[config.mk]
export PLATFORM = sky130hd
export DESIGN_NAME = hazard_control_unit
export DESIGN_NICKNAME = d
export VERILOG_FILES = /design/src/rtl/hazard_control_unit.sv
export SDC_FILE = /design/constraint.sdc
export NUM_CORES = 1
export LEC_CHECK = 0
export CORE_ASPECT_RATIO = 0.8
export CORE_MARGIN = 2
export CORE_UTILIZATION = 44
export CTS_BUF_LIST = sky130_fd_sc_hd__clkbuf_8
export CTS_CLUSTER_SIZE = 8
export DETAILED_ROUTE_END_ITERATION = 8
export DONT_BUFFER_PORTS = 1
export PLACE_DENSITY = 0.67
export SYNTH_ARGS = -nofsm -noshare
export SYNTH_HDL_FRONTEND = slang
export SYNTH_SLANG_ARGS = --single-unit
[constraint.sdc]
create_clock -name clk -period 2.7 [get_ports clk]
set_input_delay 0.54 -clock clk [delete_from_list [all_inputs] [get_ports clk]]
set_output_delay 0.54 -clock clk [all_outputs]
set_load 0.01 [all_outputs]
[src/rtl/hazard_control_unit.sv]
// Pipeline hazard control: load-use stall FSM, mult/div HI/LO interlock,
// branch flush priority and a saturating stall-cycle counter.
module hazard_control_unit #(
  parameter int unsigned MULDIV_LAT = 4
) (
  input  logic        clk,
  input  logic        reset,
  input  logic        ID_EX_MemRead,
  input  logic [4:0]  ID_EX_Rt,
  input  logic [4:0]  IF_ID_Rs,
  input  logic [4:0]  IF_ID_Rt,
  input  logic        ID_MulDiv,
  input  logic        ID_UsesHiLo,
  input  logic        EX_BranchTaken,
  output logic        PC_Write,
  output logic        IF_ID_Write,
  output logic        ID_EX_Bubble,
  output logic        IF_ID_Flush,
  output logic        MulDiv_Busy,
  output logic [15:0] Stall_Count
);

  localparam int unsigned MD_W  = 4;
  localparam int unsigned CNT_W = 16;

  typedef enum logic {RUN, LDSTALL} state_t;

  state_t            state;
  state_t            state_next;
  logic [MD_W-1:0]   md_cnt;
  logic              branch;
  logic              load_hazard;
  logic              md_hazard;
  logic              stall;
  logic              md_issue;

  // Control state register
  always_ff @(posedge clk or posedge reset) begin
    if (reset) state <= RUN;
    else       state <= state_next;
  end

  // Hazard detection, next state and pipeline control; reset forces the idle controls
  always_comb begin
    state_next   = state;
    PC_Write     = 1'b1;
    IF_ID_Write  = 1'b1;
    ID_EX_Bubble = 1'b0;
    IF_ID_Flush  = 1'b0;

    branch      = EX_BranchTaken & ~reset;
    load_hazard = (state == RUN) & ID_EX_MemRead & (ID_EX_Rt != 5'd0) &
                  ((ID_EX_Rt == IF_ID_Rs) | (ID_EX_Rt == IF_ID_Rt)) & ~reset;
    md_hazard   = (md_cnt != '0) & (ID_MulDiv | ID_UsesHiLo) & ~reset;
    stall       = (load_hazard | md_hazard) & ~branch;
    md_issue    = ID_MulDiv & ~stall & ~branch & ~reset;

    case (state)
      RUN:     if (load_hazard && !branch) state_next = LDSTALL;
      LDSTALL: state_next = RUN;
      default: state_next = RUN;
    endcase

    if (branch) begin
      IF_ID_Flush  = 1'b1;
      ID_EX_Bubble = 1'b1;
    end else if (stall) begin
      PC_Write     = 1'b0;
      IF_ID_Write  = 1'b0;
      ID_EX_Bubble = 1'b1;
    end
  end

  // HI/LO occupancy countdown; reloads on every issue
  always_ff @(posedge clk or posedge reset) begin
    if (reset)               md_cnt <= '0;
    else if (md_issue)       md_cnt <= MD_W'(MULDIV_LAT);
    else if (md_cnt != '0)   md_cnt <= md_cnt - MD_W'(1);
  end

  assign MulDiv_Busy = (md_cnt != '0);

  // Stall cycle counter, saturating
  always_ff @(posedge clk or posedge reset) begin
    if (reset)
      Stall_Count <= '0;
    else if (stall && (Stall_Count != {CNT_W{1'b1}}))
      Stall_Count <= Stall_Count + CNT_W'(1);
  end

endmodule

=== After elaboration in Yosys (flattened, before gate mapping) ===
Index checks and enable logic that the tools add are counted.

* Register bits: 21
* Input bits: 21
* Output and inout port bits: 21
* Word-level logic and storage cells: 41

* Add/subtract/negate cells: 2
* Eq/ne operators: 3
* Multiplexer cells: 9
* Bitwise logic cells: 18
* Reduce and logical (&&, ||, !) cells: 6

{| class="wikitable"
|+ Operator list
! operator !! number
|-
| 16-bit by 1-bit adder with 16-bit output (second input constant) || 1
|-
| 16-bit != test (second input constant) || 1
|-
| 1-bit bitwise AND || 11
|-
| 5-bit == test || 2
|-
| 4-bit 2-to-1 mux || 2
|-
| 1-bit 2-to-1 mux || 6
|-
| 5-bit nonzero test || 1
|-
| 1-bit inverter || 4
|-
| 4-bit nonzero test || 1
|-
| 4-bit by 1-bit subtractor with 4-bit output (second input constant) || 1
|-
| 1-bit bitwise OR || 3
|-
| 1-bit logical AND || 2
|-
| 1-bit one-hot mux with 2 select lines || 1
|-
| 2-bit nonzero test || 1
|-
| 1-bit logical NOT || 1
|}

=== Depth between registers and ports, before layout ===
Gate-level depths: netlist of run 1.

* Word-level depth: 12
* Gate-level depth with buffers: 8
* Gate-level depth less buffers: 7

=== Worst setup path after synthesis of run 1 ===
Ideal clock, no wire load.

* Path kind: in2out
* From: in ID_EX_Rt[1]
* To: out PC_Write
* Arrival: 1899 ps
* Required time: 2160 ps
* Path slack: 261 ps
* Cell stages on the path: 7
* Buffers on the path: 2
* Cell sequence: or4_1 nor2_1 nor4b_1 a21o_1 clkbuf_1 nand2_1 buf_4

* Cells in the longest elaborated chain, start to end: 8
* Elaborated cells on any way between the ends: 11
* Classes of those cells: eq/ne: 2; mux: 2; bitwise: 6; reduce/logical: 1

{| class="wikitable"
|+ Ends and longest elaborated chain
! item !! RTL line !! text
|-
| from (decl) || 9 || <nowiki>input logic [4:0] ID_EX_Rt,</nowiki>
|-
| 5-bit == test / 5-bit nonzero test (equally long branches) || 53, 52 ||
|-
| 1-bit bitwise OR / 1-bit bitwise AND (equally long branches) || 53, 52 ||
|-
| 1-bit bitwise AND (*) || 52 || <nowiki>load_hazard = (state == RUN) & ID_EX_MemRead & (ID_EX_Rt != 5'd0) &</nowiki>
|-
| 1-bit bitwise AND (*) || 53 || <nowiki>((ID_EX_Rt == IF_ID_Rs) | (ID_EX_Rt == IF_ID_Rt)) & ~reset;</nowiki>
|-
| 1-bit bitwise OR (*) || 55 || <nowiki>stall = (load_hazard | md_hazard) & ~branch;</nowiki>
|-
| 1-bit bitwise AND (*) || 55 ||
|-
| 1-bit 2-to-1 mux (*) (2 in series) || - ||
|-
| to (decl) || 15 || <nowiki>output logic PC_Write,</nowiki>
|}

Mark *: on every way between the ends. The rest lies on a longest branch, timed or not.

=== Worst setup path in the final report of run 1 ===
* From: reg md_cnt[0]
* To: out ID_EX_Bubble

* Cells in the longest elaborated chain, start to end: 7

{| class="wikitable"
|+ Ends and longest elaborated chain
! item !! RTL line !! text
|-
| from (decl) || 30 || <nowiki>logic [MD_W-1:0] md_cnt;</nowiki>
|-
| from (signal assigned) || 77 || <nowiki>else if (md_issue) md_cnt <= MD_W'(MULDIV_LAT);</nowiki>
|-
| from (signal assigned) || 78 || <nowiki>else if (md_cnt != '0) md_cnt <= md_cnt - MD_W'(1);</nowiki>
|-
| 4-bit nonzero test || 54 || <nowiki>md_hazard = (md_cnt != '0) & (ID_MulDiv | ID_UsesHiLo) & ~reset;</nowiki>
|-
| 1-bit bitwise AND (2 in series) || 54 ||
|-
| 1-bit bitwise OR || 55 ||
|-
| 1-bit bitwise AND || 55 ||
|-
| 1-bit 2-to-1 mux || 67 || <nowiki>end else if (stall) begin</nowiki>
|-
| 1-bit 2-to-1 mux || 64 || <nowiki>if (branch) begin</nowiki>
|-
| to (decl) || 17 || <nowiki>output logic ID_EX_Bubble,</nowiki>
|}

Every way passes these cells.

==> metrics.md, run 1 <==
| Metric | Value |
|---|---|
| Net Sw Power | between 300 and 400 µW |
| PD cells | 763 nW/µm² |
| Slowest CP cell | dfrtp_1 |
| Post-CTS sizing | 0 |
| Initial antenna violation count | 0 |
| Tmin final | 2.25 ns |
| CP required | ~2.2 ns |
| Global placement routability congestion | between 0.7 and 0.8 |
| Via count | 855 |
| Core area | 2520 µm² |
| Yosys warnings | 0 |
| Reg2reg end | Stall_Count[9]$_DFFE_PP0P_ |
| Setup TNS | 0 ns |
| DP HPWL | 1.79 mm |
| Sequential power share | about 50% |
| Comb pwr share | between 30% and 40% |
| Total Wirelength | approximately 2.3 mm |
| Fin Clk Skew | approximately 0.0027 ns |
| Crit path kind | reg2out |
| Post-synth EDFFs | 0 |
| Ys async rst share | 100% |
| Slew Limit Fails | 0 |
| Slew of the pin with the lowest slew margin | around 0.78 ns |
| First-pass GRT wire length | 3.87 mm |
| Layout cells sized above 1 | 6.50% |
| Share of the synthesized area in the top cell type | a little over two fifths |
| Total gr overflow | 0 |
| Postcts setup bufs | 0 |
| Wire per inst | 14.3 µm |
| Die height | roughly 51 µm |
| Leak pwr | ~0.00056 µW |
| Clock sinks | 21 |
| Max-cap violations | 0 |
| Nets | roughly 150 |
| Area delta synth->final | 8.15% |
| R2R setup slack | about 0.61 ns |
| CTS tree | yes |
| Inserted Clock Buffers | 3 |
| Hold WC Path Type | in2async |
| Post-Syn Nets | between 100 and 150 |
| Synthesized netlist cell count | roughly 120 |
| Outcome | complete, no violations |
| CP startpoint | md_cnt[0]$_DFFE_PP0P_ |
| Vias per Instance | ~5.4 |
| Die W | 62.3 µm |
| WP buf/inv | 2 |
| Final Hold Fails | 0 |
| Worst path top cell family by delay | simple AND/OR/NAND/NOR gates |
| Max stage delay on crit path | ~0.37 ns |
| Routed Antenna Nets | 0 |
| WP data arrival | about 1.7 ns |
| Most common cell after layout, fill and taps aside | xnor2_1 |
| Cell count along the critical path | 7 |
| Largest net degree at the start of global routing | 22 |
| Placed standard-cell area | 1250 µm² |
| Worst flop-to-flop path startpoint | md_cnt[0]$_DFFE_PP0P_ |
| CTS hold repair buffers | 0 |
| Most frequent cells in the layout | 24 x xnor2_1, 21 x dfrtp_1, 11 x nand3_1 |
| Final instance area | 1290 µm² |
| Io pins | 42 |
| Root Buffer | clkbuf_8 |
| First-pass iteration count of the detailed router | 4 |
| Internal power | around 650 µW |
| Longest Clk Path Bufs | 2 |
| Crit share post-route | a little over four fifths |
| # diodes | 0 |
| Max_slew headroom | between 40% and 50% |
| Synth area leaders | dfrtp_1 44%, xnor2_1 18%, nand3_1 4.6% |
| Ys flop type | dfrtp_1 |
| RSZ-0062 raised after global routing | no |
| Max Fclk | between 0.4 and 0.5 GHz |
| Starting density of the core | a little under half |
| Number of global-route vias before repair | between 800 and 900 |
| Maximum fanout along the worst path | 6 |
| Reg clk slew, reported paths | approximately 0.070 ns |
| Reg2reg path depth | 9 |
| Clock power share | 19.5% |
| Worst IR drop on VDD | between 0.4 and 0.5 mV |
| Fill cells | 248 |
| Die ar. | roughly 3200 µm² |
| CP Cell Sequence | inv_1, ha_1, nor3b_1, buf_4, nor3_1, a21o_1, nand2b_1 |
| Mapped cell area | 1200 µm² |
| Sequential-to-total area share from yosys stat | between 40% and 50% |
| Htree depth | 1 |
| Number of cell rows | 16 |
| DRC | 0 |
| Iteration-0 DRC Markers | 17 |
| Worst skew pair latency | approximately 0.25 ns |
| Port Buf Inserts | 0 |
| Crit path capture type | output port |
| Yosys cell types | 31 |
| Synth Register Bits | 21 |
| Setup violators final | 0 |
| Top cell type by total area after synthesis | dfrtp_1 |
| Syn_area_per_cell | ~10 µm² |
| Crit path launch type | flip-flop |
| Gr usage total | between 15 and 20% |
| Sw frac | 34.3% |
| Critical path destination | ID_EX_Bubble |
-- flip-flops by register name, summed over array words and instances (netlist names) --
name and cells:
Stall_Count 16, md_cnt 4, state 1
-- cells in the mapped netlist, types with 2 or more instances --
| cell | number |
|---|---|
| a21o_1 | 2 |
| and2_1 | 3 |
| and3_1 | 7 |
| and4_1 | 2 |
| clkbuf_1 | 2 |
| dfrtp_1 | 21 |
| ha_1 | 3 |
| inv_1 | 5 |
| nand2_1 | 8 |
| nand3_1 | 11 |
| nand4_1 | 5 |
| nor2_1 | 3 |
| nor2b_1 | 2 |
| nor3_1 | 2 |
| nor3b_1 | 2 |
| nor4b_1 | 2 |
| xnor2_1 | 24 |
| xor2_1 | 2 |
-- per-stage QoR --
stage                     hold slack, ns  setup WS, ns  power (µW)  std cells  util [%]
final                              0.315         0.445         988        159      51.3
after global routing               0.380         0.303        1070        159      51.3
after CTS                          0.342         0.410        1010        159      51.3
after detailed placement           0.498         0.473         807        155      49.6
after global placement             0.493         0.497         794        155      49.6
after floorplan                    0.474         0.261         730        119         -
-- power by group through the flow --
stage	Clock, µW	Sequential [µW]	Combinational (µW)
global route	213	513	342
global placement	0	499	295
CTS	203	498	306
floorplan	0	481	250
finish	193	495	300
detailed placement	0	504	303
-- cells by family after synthesis --
logic type,after synthesis,share of synthesized area [%]
simple gates,53,26.1
flops,21,43.9
mux,2,1.88
compound gates,6,3.13
buf+inv,8,2.82
xor+xnor,26,19.0
fa+ha+maj,3,3.14
-- worst min path at each step --
| stage | depth (start not counted) | from | end |
|---|---|---|---|
| final | 1 | reset | state$_DFF_PP0_ |
| after global routing | 1 | reset | md_cnt[1]$_DFFE_PP0P_ |
| after CTS | 1 | reset | state$_DFF_PP0_ |
| after detailed placement | 1 | md_cnt[3]$_DFFE_PP0P_ | md_cnt[3]$_DFFE_PP0P_ |
| after global placement | 1 | md_cnt[3]$_DFFE_PP0P_ | md_cnt[3]$_DFFE_PP0P_ |
| after floorplan | 1 | md_cnt[3]$_DFFE_PP0P_ | md_cnt[3]$_DFFE_PP0P_ |
-- metal layers --
metal	track usage (%)	vias to the layer above	wire, µm	part of all wire, %
met5	0	-	0	0
met4	3.33	0	24	1.1
met3	6.28	2	163	7.2
met2	27.5	23	1110	49
met1	17.3	409	973	43
li1	-	421	-	-
-- final cells by class --
cell class / instances / area [µm²] / share of cell area (%)
Inverter: 5 / 18.8 / 1.45
Tap cell: 36 / 45.0 / 3.48
Clock inverter: 1 / 3.75 / 0.290
Clock buffer: 3 / 41.3 / 3.19
Sequential cell: 21 / 526 / 40.6
Timing Repair Buffer: 3 / 22.5 / 1.74
Multi-Input combinational cell: 90 / 638 / 49.3
-- worst register-to-register path, cell delays in order (launching register included) --
cell     delay [ns]
dfrtp_1        0.37
inv_1          0.07
ha_1           0.21
nor3b_1        0.14
buf_4          0.15
nor3_1         0.18
a21o_1         0.16
buf_4          0.21
nor2b_1        0.17
mux2_1         0.33
Note: power is estimated with default switching activity, not from simulation.
==> inputs of run 2 (changes only) <==
PLACE_DENSITY = 0.69   (was 0.67)
clock period = 1.99 ns   (was 2.7 ns; I/O delays follow)
==> run 2 against run 1 <==
  * Clock skew hardly changed
  * Wire length is 13% higher
  * First-iteration DRC count is 12% higher
  * Die area stayed put
==> metrics.md, run 2 (synthesis results as in run 1) <==
| Metric | Value |
|---|---|
| Total Wirelength | 2.58 mm (was 2.28 mm) |
| Outcome | complete, no violations (unchanged) |
| Biggest regs | Stall_Count x16, md_cnt x4, state x1 (unchanged) |
| Root Buffer | clkbuf_8 (unchanged) |
| CP required | 1.59 ns (was 2.16 ns) |
| Gr usage total | 17.4% (was 15.3%) |
| CTS tree | yes (unchanged) |
| Crit path kind | reg2out (unchanged) |
| Internal power | 1050 µW (was 649 µW) |
| Inserted Clock Buffers | 3 (unchanged) |
| Routed Antenna Nets | 0 (unchanged) |
| Reg2reg end | md_cnt[0]$_DFFE_PP0P_ (was Stall_Count[9]$_DFFE_PP0P_) |
| Reg clk slew, reported paths | 0.08 ns (was 0.07 ns) |
| Setup violators final | 0 (unchanged) |
| Global placement routability congestion | 0.764 (was 0.784) |
| Worst IR drop on VDD | 0.493 mV (was 0.435 mV) |
| Most frequent cells in the layout | 24 x xnor2_1, 21 x dfrtp_1, 20 x buf_4 (was 24 x xnor2_1, 21 x dfrtp_1, 11 x nand3_1) |
| Via count | 935 (was 855) |
| Die W | 62.3 µm (unchanged) |
| Iteration-0 DRC Markers | 19 (was 17) |
| Die ar. | 3160 µm² (unchanged) |
| Largest net degree at the start of global routing | 22 (unchanged) |
| Clock sinks | 21 (unchanged) |
| Top reg by flops | Stall_Count (unchanged) |
| Reg2reg path depth | 8 (was 9) |
| R2R setup slack | 0.05 ns (was 0.61 ns) |
| Nets | 166 (was 148) |
| RSZ-0062 raised after global routing | yes (was no) |
| DP HPWL | 1.96 mm (was 1.79 mm) |
| WP data arrival | 1.54 ns (was 1.71 ns) |
| Final worst slack | 0.0520 ns (was 0.445 ns) |
| Crit path capture type | output port (unchanged) |
| Total gr overflow | 0 (unchanged) |
| Maximum fanout along the worst path | 5 (was 6) |
| DP Worst Slack | -0.0701 ns (was 0.473 ns) |
| Number of flip-flops under the largest register name | 16 (unchanged) |
| PD cells | 1080 nW/µm² (was 763 nW/µm²) |
| Worst skew pair latency | 0.26 ns (was 0.25 ns) |
| Clock power share | 17.4% (was 19.5%) |
| Net Sw Power | 550 µW (was 339 µW) |
| Max_slew headroom | 47.7% (was 48.0%) |
| Crit path launch type | flip-flop (unchanged) |
| Crit share post-route | a little over nine tenths |
| Leak pwr | 0.000656 µW (was 0.000561 µW) |
| Max Fclk | just over 0.5 GHz |
| Wire per inst | 14.6 µm (was 14.3 µm) |
| Initial antenna violation count | 0 (unchanged) |
| Max-cap violations | 0 (unchanged) |
| Number of cell rows | 16 (unchanged) |
| First-pass iteration count of the detailed router | 4 (unchanged) |
| Layout cells sized above 1 | 24.1% (was 6.50%) |
| Port Buf Inserts | 0 (unchanged) |
| Most common cell after layout, fill and taps aside | xnor2_1 (unchanged) |
| # diodes | 0 (unchanged) |
| Core area | 2520 µm² (unchanged) |
| Slew Limit Fails | 0 (unchanged) |
| Hold WC Path Type | in2async (unchanged) |
| DRC | 0 (unchanged) |
| First-pass GRT wire length | 4.28 mm (was 3.87 mm) |
| Sw frac | 34.4% (was 34.3%) |
| Fin Clk Skew | 0.00280 ns (was 0.00269 ns) |
| Longest Clk Path Bufs | 2 (unchanged) |
| Tmin final | between 1.5 and 2 ns |
| Die height | 50.7 µm (unchanged) |
| Area delta synth->final | 24.1% (was 8.15%) |
| Vias per Instance | 5.28 (was 5.38) |
| Sequential power share | 39.2% (was 50.1%) |
| Comb pwr share | 43.3% (was 30.4%) |
| Final Hold Fails | 0 (unchanged) |
| Worst flop-to-flop path startpoint | md_cnt[0]$_DFFE_PP0P_ (unchanged) |
| Tot Pwr | 1600 µW (was 988 µW) |
| Htree depth | 1 (unchanged) |
| Slew of the pin with the lowest slew margin | 0.784 ns (was 0.779 ns) |
| Number of global-route vias before repair | 994 (was 894) |
| Starting density of the core | 47.5% (unchanged) |
| Io pins | 42 (unchanged) |
run 2: worst max-delay path by stage:
| stage | startpoint | to | slack [ns] | cells past startpoint |
|---|---|---|---|---|
| floorplan | ID_EX_Rt[1] | md_cnt[0]$_DFFE_PP0P_ | -0.04 | 6 |
| finish | md_cnt[0]$_DFFE_PP0P_ | PC_Write | 0.05 | 7 |
| detailed placement | ID_EX_Rt[1] | md_cnt[0]$_DFFE_PP0P_ | -0.07 | 6 |
| global placement | ID_EX_Rt[1] | md_cnt[0]$_DFFE_PP0P_ | -0.01 | 6 |
| CTS | md_cnt[0]$_DFFE_PP0P_ | PC_Write | 0.01 | 7 |
| global route | md_cnt[1]$_DFFE_PP0P_ | PC_Write | -0.02 | 7 |
run 2: per-stage QoR:
stage	area (µm²)	TNS, ns	hold slack, ns	std cells	util, %
2_1_floorplan	1220	-0.170	0.375	119	-
3_3_place_gp	1350	-0.0220	0.467	166	53.3
3_5_place_dp	1350	-0.229	0.480	166	53.3
4_1_cts	1450	0	0.190	175	57.3
5_1_grt	1490	-0.0791	0.228	177	58.9
6_report	1490	0	0.165	177	58.9
run 2: final cells by class:
class | count | area (µm²)
Fill cell | 228 | 1040
Inverter | 5 | 18.8
Clock inverter | 1 | 5.00
Sequential cell | 21 | 526
Timing Repair Buffer | 21 | 161
Multi-Input combinational cell | 90 | 689
Tap cell | 36 | 45.0
Clock buffer | 3 | 41.3
run 2: power groups by stage:
stage                     combinational (µW)  sequential, µW  clock (µW)
after floorplan                          353             655           0
final                                    694             628         279
after global routing                     763             645         310
after detailed placement                 561             635           0
after global placement                   545             627           0
after CTS                                640             630         289
run 2: worst max-delay path: stages, from the launching register on:
cell and delay (ns):
dfrtp_1 0.39, inv_2 0.09, ha_4 0.13, nor3b_4 0.20, nor3_2 0.08, a21o_1 0.18, buf_6 0.14, nand2_8 0.07
run 2: timing repair:
action                     CTS  global route
hold buffers                 0             0
pin swaps                    0             1
resized for setup            6             3
buffers inserted             5             2
setup endpoints to repair    4             9
run 2: per-layer routing:
metal	up-vias	track usage [%]	part of all wire [%]
li1	459	-	-
met5	-	0	0
met3	6	6.50	6.9
met4	0	5.19	1.3
met1	449	20.1	43
met2	21	30.4	49
==> inputs of run 3 (changes only) <==
GPL_ROUTABILITY_DRIVEN = 0   (was unset)
==> results of run 3 <==
The final DEF is identical to that of run 2; final timing and power are the same.
==> variant: new RTL, settings of run 2 <==
The localparam `MD_W` goes from 4 to 5.
--- a/src/rtl/hazard_control_unit.sv
+++ b/src/rtl/hazard_control_unit.sv
@@ -22,3 +22,3 @@
 
-  localparam int unsigned MD_W  = 4;
+  localparam int unsigned MD_W  = 5;
   localparam int unsigned CNT_W = 16;
Function: same outputs for any inputs over 10 cycles, from zero or initial values and one cycle with reset high; that may be too few to reach the edited logic, so the function may still have changed.
==> variant against run 2 <==
  * The run now ends with negative setup slack left
  * Critical path depth is 1 lower
  * Routed wire length is 7.7% higher
  * Power is 21% higher
  * Sequential power is 20% higher
  * Highest routed layer unchanged
  * Largest cell class unchanged
  * Synthesized area is 6.5% higher
  * Sequential share of layout area is 1.1 points lower
  * Sequential cell count is 1 higher
  * Setup slack worse by 77 ps
  * Design area is 8.0% higher
==> variant: results (changes against run 2) <==
dpl cell area = 1440 sq um (+6.8%)
GPL Wtd Cong = 0.786 (+2.8%)
Max Clock Skew = 10.3 ps (+7.49 ps)
Iter 0 DRT Violations = 30 (+11)
worst reg2reg path startpoint = Stall_Count[7]
crit path DAT = 1620 ps (+80 ps)
Final nets = 174 (+4.8%)
sequential share of the synthesized area = 43.2% (-0.71 points)
WL final = 2.78 mm (+7.7%)
Synth cell types = 32 (+3.2%)
Worst Hold Slack = 46.0 ps (-119 ps)
HPWL after DPL = 2.16 mm (+9.7%)
Critical Path Fanout Max = 3 (-2)
Final Setup Violations = 3 (+3)
Mapped Cells = 127 (+6.7%)
Leakage Power = 0.720 nW (+9.7%)
top flop regs = Stall_Count: 16 flops, md_cnt: 5 flops, state: 1 flops
final setup margin = -25.4 ps (-77.4 ps)
GRT Util Overall = 18.7% (+1.3 points)
fraction of layout cells with a size suffix above 1 = 34.2% (+10 points)
Synthesized Nets = 151 (+5.6%)
outcome = finished, violations left
router iterations before antenna repair = 2 (-2)
DR vias/cell = 5.10 (-3.5%)
Post-CTS Resized = 8 (+2)
DP Cell Count = 179 (+7.8%)
crit path capture = ID_EX_Bubble
synth top area cells = dfrtp_1 43%, xor2_1 9.6%, xnor2_1 8.9%, nand2_1 4.1%, nor3_2 3.1%
pre-CTS WS = -48.6 ps (+21.5 ps)
Switching Share = 34.6% (+0.25 points)
vias in the first global route = 1008 (+1.4%)
Setup crit start = md_cnt[0]
largest net degree at the start of global routing = 23 (+4.5%)
first-pass GRT wire length = 4.68 mm (+9.4%)
number of post-CTS setup repair buffers = 3 (-2)
Layout Cells excl Fill = 187 (+5.6%)
top cells by instance count after synthesis = 22 x dfrtp_1, 14 x nand2_1, 14 x xor2_1
slew margin rel. = 79.3% (+32 points)
Max IR drop VDD = 0.534 mV (+8.2%)
failing checks = negative setup slack
setup slack, reg-to-reg = 30 ps (-20 ps)
reg2reg end = Stall_Count[10]
## variant: cell count changes in the layout (fill, tap and decap cells not counted), moves of 3 or more
cell	before	now
and3_1	7	1
nor3_2	1	9
nor2_1	3	9
nand2_1	7	13
inv_1	3	6
nand3_1	11	6
xnor2_1	24	13
nand4_1	5	2
xor2_1	2	14
## variant: final cells by class
type	instances	area (sq um)
Timing Repair Buffer	21	158
Fill cell	244	1160
Tap cell	38	47.5
Clock inverter	1	30.0
Multi-Input combinational cell	94	748
Inverter	8	30.0
Clock buffer	3	41.3
Sequential cell	22	551
## variant: cells by family after synthesis
kind of cell               synth area share (%)
AOI/OAI and AO/OA                          3.93
muxes                                      1.18
DFF                                        43.2
adders and majority gates                  2.94
buffers and inverters                      4.12
and+or+nand+nor                            26.1
xor gates and xnor gates                   18.5
## variant: power groups by stage
stage | clock (mW) | combinational (mW) | sequential [mW]
finish | 0.416 | 0.773 | 0.752
global route | 0.437 | 0.855 | 0.771
CTS | 0.422 | 0.751 | 0.754
detailed placement | 0 | 0.680 | 0.756
global placement | 0 | 0.656 | 0.750
floorplan | 0 | 0.391 | 0.777
## variant: through the flow
step | setup TNS (ps) | util [%]
after global routing | -496 | 58.1
after floorplan | 0 | -
after CTS | -60.0 | 56.4
final | -44.7 | 58.1
after detailed placement | -168 | 51.9
after global placement | -8.95 | 51.9
## variant: layer usage
metal / routed length (um) / vias to the layer above / global-route usage, %
met5: 0 / - / 0
met4: 56 / 0 / 7.09
met3: 109 / 8 / 5.84
met2: 1550 / 15 / 35.2
met1: 1060 / 467 / 19.7
li1: - / 463 / -
## variant: critical path, stage by stage (launching register included)
cell,delay (ps)
dfrtp_1,390
inv_2,80
ha_4,130
nor4b_4,220
nor3_2,90
a21oi_2,150
or2b_1,290
